==> src/rtl/seq_gen_pkg.sv <==
// rtl/seq_gen_pkg.sv - shared types and constants for the serial pattern generator
package seq_gen_pkg;

  typedef enum logic [1:0] {
    IDLE  = 2'd0,
    SHIFT = 2'd1,
    GAP   = 2'd2,
    DONE  = 2'd3
  } gen_state_t;

  localparam int          DEFAULT_PAT_W = 4;
  localparam logic [3:0]  DEFAULT_PAT   = 4'b1010;

  // Bit-index counter width; a 1-bit floor keeps degenerate widths legal
  function automatic int idx_w(input int w);
    return (w > 1) ? $clog2(w) : 1;
  endfunction

endpackage

==> src/rtl/pat_piso.sv <==
// rtl/pat_piso.sv - parallel-load, MSB-first rotating shift register
module pat_piso #(
  parameter int W = 4
) (
  input  logic         clk,
  input  logic         rst_n,
  input  logic         load,
  input  logic         shift,
  input  logic [W-1:0] d,
  output logic         msb
);

  logic [W-1:0] sr;

  // Rotating rather than shifting lets every repetition reuse the loaded pattern
  always_ff @(posedge clk or negedge rst_n) begin
    if (!rst_n) begin
      sr <= '0;
    end else if (load) begin
      sr <= d;
    end else if (shift) begin
      sr <= {sr[W-2:0], sr[W-1]};
    end
  end

  assign msb = sr[W-1];

endmodule

==> src/rtl/seq_pattern_gen.sv <==
// rtl/seq_pattern_gen.sv - serial pattern transmitter with repeat count and fill gaps
module seq_pattern_gen
  import seq_gen_pkg::*;
#(
  parameter int               PAT_W       = DEFAULT_PAT_W,
  parameter logic [PAT_W-1:0] PAT_DEFAULT = DEFAULT_PAT,
  parameter int               CNT_W       = 8,
  parameter int               GAP_W       = 4
) (
  input  logic             clk,
  input  logic             rst_n,
  input  logic             start,
  input  logic             use_default,
  input  logic [PAT_W-1:0] pattern,
  input  logic [CNT_W-1:0] repeat_cnt,
  input  logic [GAP_W-1:0] gap_bits,
  input  logic             fill_bit,
  input  logic             abort,
  output logic             x_out,
  output logic             x_valid,
  output logic             busy,
  output logic             done
);

  localparam int BIT_W = idx_w(PAT_W);

  gen_state_t       state, state_nxt;
  logic [BIT_W-1:0] bit_cnt;
  logic [CNT_W-1:0] rep_left;
  logic [GAP_W-1:0] gap_left;
  logic [GAP_W-1:0] gap_cfg;
  logic             fill_q;
  logic [PAT_W-1:0] pat_sel;
  logic             accept, last_bit, more_reps;
  logic             piso_shift, piso_msb;
  logic             x_d, x_valid_d, busy_d, done_d;

  assign pat_sel    = use_default ? PAT_DEFAULT : pattern;
  assign accept     = (state == IDLE) && start && !abort;
  assign last_bit   = (bit_cnt == BIT_W'(PAT_W - 1));
  assign more_reps  = (rep_left > CNT_W'(1));
  assign piso_shift = (state != IDLE) && (state_nxt == SHIFT);

  // Loaded pre-rotated: the MSB goes straight to x_out, so the register holds the next bit
  pat_piso #(.W(PAT_W)) u_piso (
    .clk   (clk),
    .rst_n (rst_n),
    .load  (accept),
    .shift (piso_shift),
    .d     ({pat_sel[PAT_W-2:0], pat_sel[PAT_W-1]}),
    .msb   (piso_msb)
  );

  always_ff @(posedge clk or negedge rst_n) begin
    if (!rst_n) begin
      state   <= IDLE;
      x_out   <= 1'b0;
      x_valid <= 1'b0;
      busy    <= 1'b0;
      done    <= 1'b0;
    end else begin
      state   <= state_nxt;
      x_out   <= x_d;
      x_valid <= x_valid_d;
      busy    <= busy_d;
      done    <= done_d;
    end
  end

  always_comb begin
    state_nxt = state;
    case (state)
      IDLE: begin
        if (accept) state_nxt = (repeat_cnt != '0) ? SHIFT : DONE;
      end
      SHIFT: begin
        if (abort)                state_nxt = IDLE;
        else if (last_bit)        state_nxt = !more_reps ? DONE :
                                              (gap_cfg != '0) ? GAP : SHIFT;
      end
      GAP: begin
        if (abort)                         state_nxt = IDLE;
        else if (gap_left == GAP_W'(1))    state_nxt = SHIFT;
      end
      DONE:    state_nxt = IDLE;
      default: state_nxt = IDLE;
    endcase
  end

  always_comb begin
    x_d       = 1'b0;
    x_valid_d = 1'b0;
    busy_d    = 1'b0;
    done_d    = 1'b0;
    case (state_nxt)
      SHIFT: begin
        x_d       = (state == IDLE) ? pat_sel[PAT_W-1] : piso_msb;
        x_valid_d = 1'b1;
        busy_d    = 1'b1;
      end
      GAP: begin
        x_d    = fill_q;
        busy_d = 1'b1;
      end
      // A zero-repeat frame still shows busy for its single DONE cycle
      DONE: begin
        done_d = 1'b1;
        busy_d = (state == IDLE);
      end
      default: ;
    endcase
  end

  always_ff @(posedge clk or negedge rst_n) begin
    if (!rst_n) begin
      bit_cnt  <= '0;
      rep_left <= '0;
      gap_left <= '0;
      gap_cfg  <= '0;
      fill_q   <= 1'b0;
    end else begin
      case (state)
        IDLE: begin
          if (accept) begin
            rep_left <= repeat_cnt;
            gap_cfg  <= gap_bits;
            fill_q   <= fill_bit;
            bit_cnt  <= '0;
            gap_left <= '0;
          end
        end
        SHIFT: begin
          if (abort) begin
            bit_cnt  <= '0;
            rep_left <= '0;
            gap_left <= '0;
          end else begin
            bit_cnt <= last_bit ? '0 : bit_cnt + BIT_W'(1);
            if (last_bit) rep_left <= rep_left - CNT_W'(1);
            if (state_nxt == GAP) gap_left <= gap_cfg;
          end
        end
        GAP: begin
          if (abort) begin
            rep_left <= '0;
            gap_left <= '0;
          end else begin
            gap_left <= gap_left - GAP_W'(1);
          end
        end
        default: ;
      endcase
    end
  end

endmodule

==> config.mk <==
export PLATFORM = sky130hd
export DESIGN_NAME = seq_pattern_gen
export DESIGN_NICKNAME = d
export VERILOG_FILES = /design/src/rtl/seq_gen_pkg.sv /design/src/rtl/pat_piso.sv /design/src/rtl/seq_pattern_gen.sv
export SDC_FILE = /design/constraint.sdc
export NUM_CORES = 1
export LEC_CHECK = 0
export BUFFER_PORTS_ARGS = -buffer_cell sky130_fd_sc_hd__buf_4
export CORE_MARGIN = 3
export CORE_UTILIZATION = 40
export DETAILED_ROUTE_END_ITERATION = 10
export GPL_TIMING_DRIVEN = 0
export HOLD_SLACK_MARGIN = 0.03
export PLACE_DENSITY = 0.7
export REMOVE_ABC_BUFFERS = 1
export SLEW_MARGIN = 20
export SYNTH_ARGS = -nofsm -noshare
export SYNTH_HDL_FRONTEND = slang
export SYNTH_HIERARCHICAL = 1
export SYNTH_SLANG_ARGS = --single-unit
==> constraint.sdc <==
create_clock -name clk -period 5.95 [get_ports clk]
set_clock_uncertainty 0.05 [all_clocks]
set_input_delay 0.595 -clock clk [delete_from_list [all_inputs] [get_ports clk]]
set_output_delay 0.595 -clock clk [all_outputs]
set_load 0.05 [all_outputs]
## Word-level counts from Yosys, hierarchy flattened

Cells that the tools add are included.

| storage, ports and cells | value |
|---|---|
| bits of input ports | 22 |
| register bits after elaboration | 29 |
| word-level logic and storage cells | 74 |

| cells by class | value |
|---|---|
| add/subtract/negate cells | 3 |
| multiplexer cells | 31 |
| reduce and logical (&&, ||, !) cells | 16 |
| magnitude comparators | 1 |
| equality and inequality tests | 12 |

Operator list:

| operator | number |
|---|---|
| $mux 8 | 4 |
| $mux 4 | 7 |
| $pmux 8 s3 | 1 |
| $mux 2 | 11 |
| $pmux 4 s3 | 1 |
| $eq 2x2->1 const B | 5 |
| $gt 8x1->1 const B | 1 |
| $pmux 2 s4 | 1 |
| $reduce_bool 8->1 | 1 |
| $sub 8x1->8 const B | 1 |
| $ne 3x3->1 const B | 2 |
| $reduce_bool 2->1 | 3 |
| $eq 2x1->1 const B | 2 |
| $eq 4x1->1 const B | 1 |
| $ne 2x2->1 const B | 2 |
| $pmux 1 s2 | 2 |
| $pmux 2 s2 | 1 |
| $reduce_and 2->1 | 2 |
| $reduce_and 4->1 | 1 |
| $reduce_bool 4->1 | 1 |
| $sub 4x1->4 const B | 1 |
| $logic_and 1x1->1 | 3 |
| $mux 1 | 3 |
| $reduce_and 3->1 | 1 |
| 5 further kinds | 5 |

## Longest topological paths before layout

| depth | value |
|---|---|
| depth after elaboration | 10 |
| gate-level depth with buffers | 12 |
| depth with buffers taken out | 11 |

## Cells and area by module

The synthesis kept the hierarchy.

By module, submodules not included:

| module | times used | cells each | seq. area each (um2) | area each (um2) |
|---|---|---|---|---|
| seq_pattern_gen | 1 | 166 | 625.6 | 1610.3 |
| pat_piso | 1 | 17 | 100.1 | 186.4 |

## Worst setup path after synthesis

Ideal clock, no wire load.

| timing path | value |
|---|---|
| path kind | reg2reg |
| start point | register state[1] |
| end point | register gap_left[0] |
| stages on the path, launching flop included | 13 |
| arrival time | 2341 ps |
| required time | 5824 ps |
| clock period less this slack | 2467 ps |
| buffers on the path | 1 |
| slack | 3483 ps |
| cells stage by stage | dfrtp_1 inv_1 ha_1 nor2b_1 buf_6 nand2_1 a211oi_1 or3_1 ha_1 inv_1 a221o_1 or2_1 o21ai_1 |

| between the ends | value |
|---|---|
| word-level cells in the longest chain between the ends | 8 |
| elaborated cells on any way between the ends | 18 |
| those cells by class | eq/ne (6); mux (7); reduce/logical (5) |

Ends and longest elaborated chain:

| what | line | source |
|---|---|---|
| start: declaration | seq_pattern_gen.sv:27 | `gen_state_t state, state_nxt;` |
| start signal: assignment | seq_pattern_gen.sv:62 | `state <= state_nxt;` |
| $logic_not 2->1 | seq_pattern_gen.sv:39, seq_pattern_gen.sv:72 |  |
| $logic_and 1x1->1 (2 in series) | seq_pattern_gen.sv:39 | `assign accept = (state == IDLE) && start && !abort;` |
| $mux 2 | seq_pattern_gen.sv:74 | `if (accept) state_nxt = (repeat_cnt != '0) ? SHIFT : DONE;` |
| $pmux 2 s4 * | seq_pattern_gen.sv:72 | `case (state)` |
| named net state_nxt[1] | seq_pattern_gen.sv:27 |  |
| $eq 2x2->1 * | seq_pattern_gen.sv:140 | `if (state_nxt == GAP) gap_left <= gap_cfg;` |
| $ne 3x3->1 (no source line) * | - |  |
| $reduce_and 3->1 (no source line) * | - |  |
| end signal: assignment | seq_pattern_gen.sv:140 |  |
| end signal: assignment | seq_pattern_gen.sv:148 | `gap_left <= gap_left - GAP_W'(1);` |
| end: declaration | seq_pattern_gen.sv:30 | `logic [GAP_W-1:0] gap_left;` |

Mark *: on every way through the listed nets, which the timed path passes. The rest lies on a longest branch.
A chain may end at the register's enable or synchronous reset.

## Final worst setup path

Ends and elaborated chain as after synthesis.

==> reports/metrics.cfg <==
[outcome]
status=finished clean

[logic_synthesis]
synth_seq_cells=29
synthFlopType=dfrtp_1
synth_area_leaders=dfrtp_1, ha_1, mux2_2, mux2i_1, nand2_1
yosysSeqAreaShare=0.404
yosys_warnings=6
netlist_area_um2=1800
synth-edff-count=0
syn_area_per_cell_um2=9.82
yosys.area.top_type=dfrtp_1
ys_types=46
syn_inst=183
synth_top_area_share=0.404
synthArstFlopShare=1.00

[setup_path]
crit_path_start_kind=flip-flop
worst-endpoint-arrival_ns=3.26
cp_slowest_cell=nor2b_1
cp_top_family=simple AND/OR/NAND/NOR gates
path_class=reg2reg
worst-path-buf-inv=2
worst_path_largest_cell_delay_ns=0.56
worstPathCellList=inv_1, ha_1, nor2b_1, nand2_1, a211oi_1, or3_1, ha_1, inv_1, a221o_1, or2_1, o21ai_1
end_kind=flip-flop
path_max_fanout=10
worstPathRequired_ns=6.10
rr_worst_depth=11
cp.depth=11

[sta]
report.final.slew_viol_count=0
worstMarginPinSlew_ns=0.637
period_share=0.522
fin_setup_tns_ns=0
finalSetupViolCount=0
post-route-min-period_ns=3.11
relSlewSlack=0.574
fmax_mhz=322
rsz0062_at_grt=false
finalHoldViolations=0

[die]
initial_core_util=0.431
ios=26
rows=23
fp.dieArea_um2=5330
die_y_um=73.0
die_w_um=73.0
core_um2=4170

[clocking]
clkTransAtPathRegs_ns=0.06
cts_tree=done
clkSinkCount=29
clkLatencyLatePin_ns=0.28
ctsHoldBuffers=0
clock_path_buffers=2
cts_max_level=2
root_buffer=clkbuf_8
postCtsSetupRepairBufs=0
cts_buffers=5
cts-resized-gates=0

[power]
power_density_nw_per_um2=481
pwr-share-seq=0.344
clkPwrFrac=0.206
p_leak_nw=0.924
combPwrFrac=0.450
sw_frac_of_total=0.399
irDropWorstVdd_v=0.000261
intPower_mw=0.615
p_switching_mw=0.408

[routing]
met2_length_um=1750
routedWlPerCell_um=14.1
met3_wirelength_um=180
initialDrtViolationCount=162
dr.pass1.iters=4
drtAntennaViolNets=0
dr.max_layer_used=met4
wirelength_um=3680
remaining_drc_errors=0
vias_per_cell=5.60
vias=1457
wl_met1_um=1740

[global_route]
grt-ovfl-total=0
track_usage=0.150
antenna_found_initial=0
grt_pass1_vias=1342
grt_pass1_wl_um=6250
grt_max_degree=30

[finish]
final_util=0.510
area_growth_pct=18.5
drive_gt1_frac=0.224
final_cell_mix=dfrtp_1, buf_4, nand2_1, ha_1, nor2_1
final_common_cell=dfrtp_1
antenna_cells=0
nNetsFinal=244

[job]
drv_cap=0

[placed_design]
routabilityCongestion=0.835
portBuffers=25
dp_hpwl_um=2760

[hold_path]
hp-class=in2async

## logic make-up after synthesis
logic type | synth area share
muxes | 0.0717
adders and majority gates | 0.0905
xor gates and xnor gates | 0.00488
and+or+nand+nor | 0.199
buffers and inverters | 0.0404
AOI/OAI and AO/OA | 0.189
DFF | 0.404
## synthesized netlist by cell type (2+ instances only)
cell type,number
buf_6,2
dfrtp_1,29
inv_1,9
o21ai_0,2
a22oi_1,4
nor3_1,8
nor4_1,6
a21boi_0,2
o211ai_1,6
o31ai_1,3
o21ai_1,8
or2_2,2
a21oi_1,7
mux2i_1,5
clkbuf_1,3
mux2_2,7
nand2_1,13
ha_1,13
nor2_1,12
nor2b_1,6
nor3b_1,2
nand3b_1,2
nand2b_1,3
o2bb2ai_1,5
nand3_1,2
a32o_1,2
## layer usage
metal / track usage / vias up
met5: 0 / -
li1: - / 725
met2: 0.228 / 34
met3: 0.0468 / 2
met1: 0.209 / 696
met4: 0.0307 / 0
## per-stage QoR
step	std cells	cell area (um^2)	hold WS [ns]	worst slack (ns)	power (mW)
2_1_floorplan	177	1760	0.249	3.33	0.694
3_3_place_gp	252	2010	0.427	2.90	0.805
3_5_place_dp	252	2010	0.439	2.85	0.815
4_1_cts	260	2130	0.195	2.83	1.03
5_1_grt	260	2130	0.200	2.53	1.11
6_report	260	2130	0.175	2.84	1.02
## cell type report
| type | instances | area [um^2] |
|---|---|---|
| multi-input cells | 139 | 998 |
| well taps | 50 | 62.6 |
| clock inverters | 2 | 37.5 |
| repair buffers | 25 | 188 |
| fillers | 386 | 2040 |
| inverters | 9 | 33.8 |
| flip-flops and latches | 29 | 726 |
| clock buffers | 6 | 82.6 |
## sequential cells by signal, indices dropped and copies added (netlist names), 2 cells and up
| signal | flops |
|---|---|
| rep_left | 8 |
| u_piso/sr | 4 |
| gap_cfg | 4 |
| bit_cnt | 2 |
| gap_left | 4 |
| state | 2 |
## final timing paths
check | from | slack [ns] | endpoint
max | state[1] | 2.84 | gap_left[0]
min | rst_n | 0.18 | rep_left[5]
max reg2reg | state[1] | 2.84 | gap_left[0]
min reg2reg | bit_cnt[1] | 0.45 | bit_cnt[1]
max in group asynchronous | rst_n | 5.40 | state[1]
min in group clk | bit_cnt[1] | 0.45 | bit_cnt[1]
## power by group through the flow
stage               sequential (mW)  clock, mW  combinational [mW]
finish                        0.352      0.211               0.461
CTS                           0.351      0.216               0.465
global route                  0.365      0.229               0.521
global placement              0.351          0               0.454
detailed placement            0.353          0               0.462
floorplan                     0.367          0               0.327
Note: power is estimated with default switching activity, not from simulation.
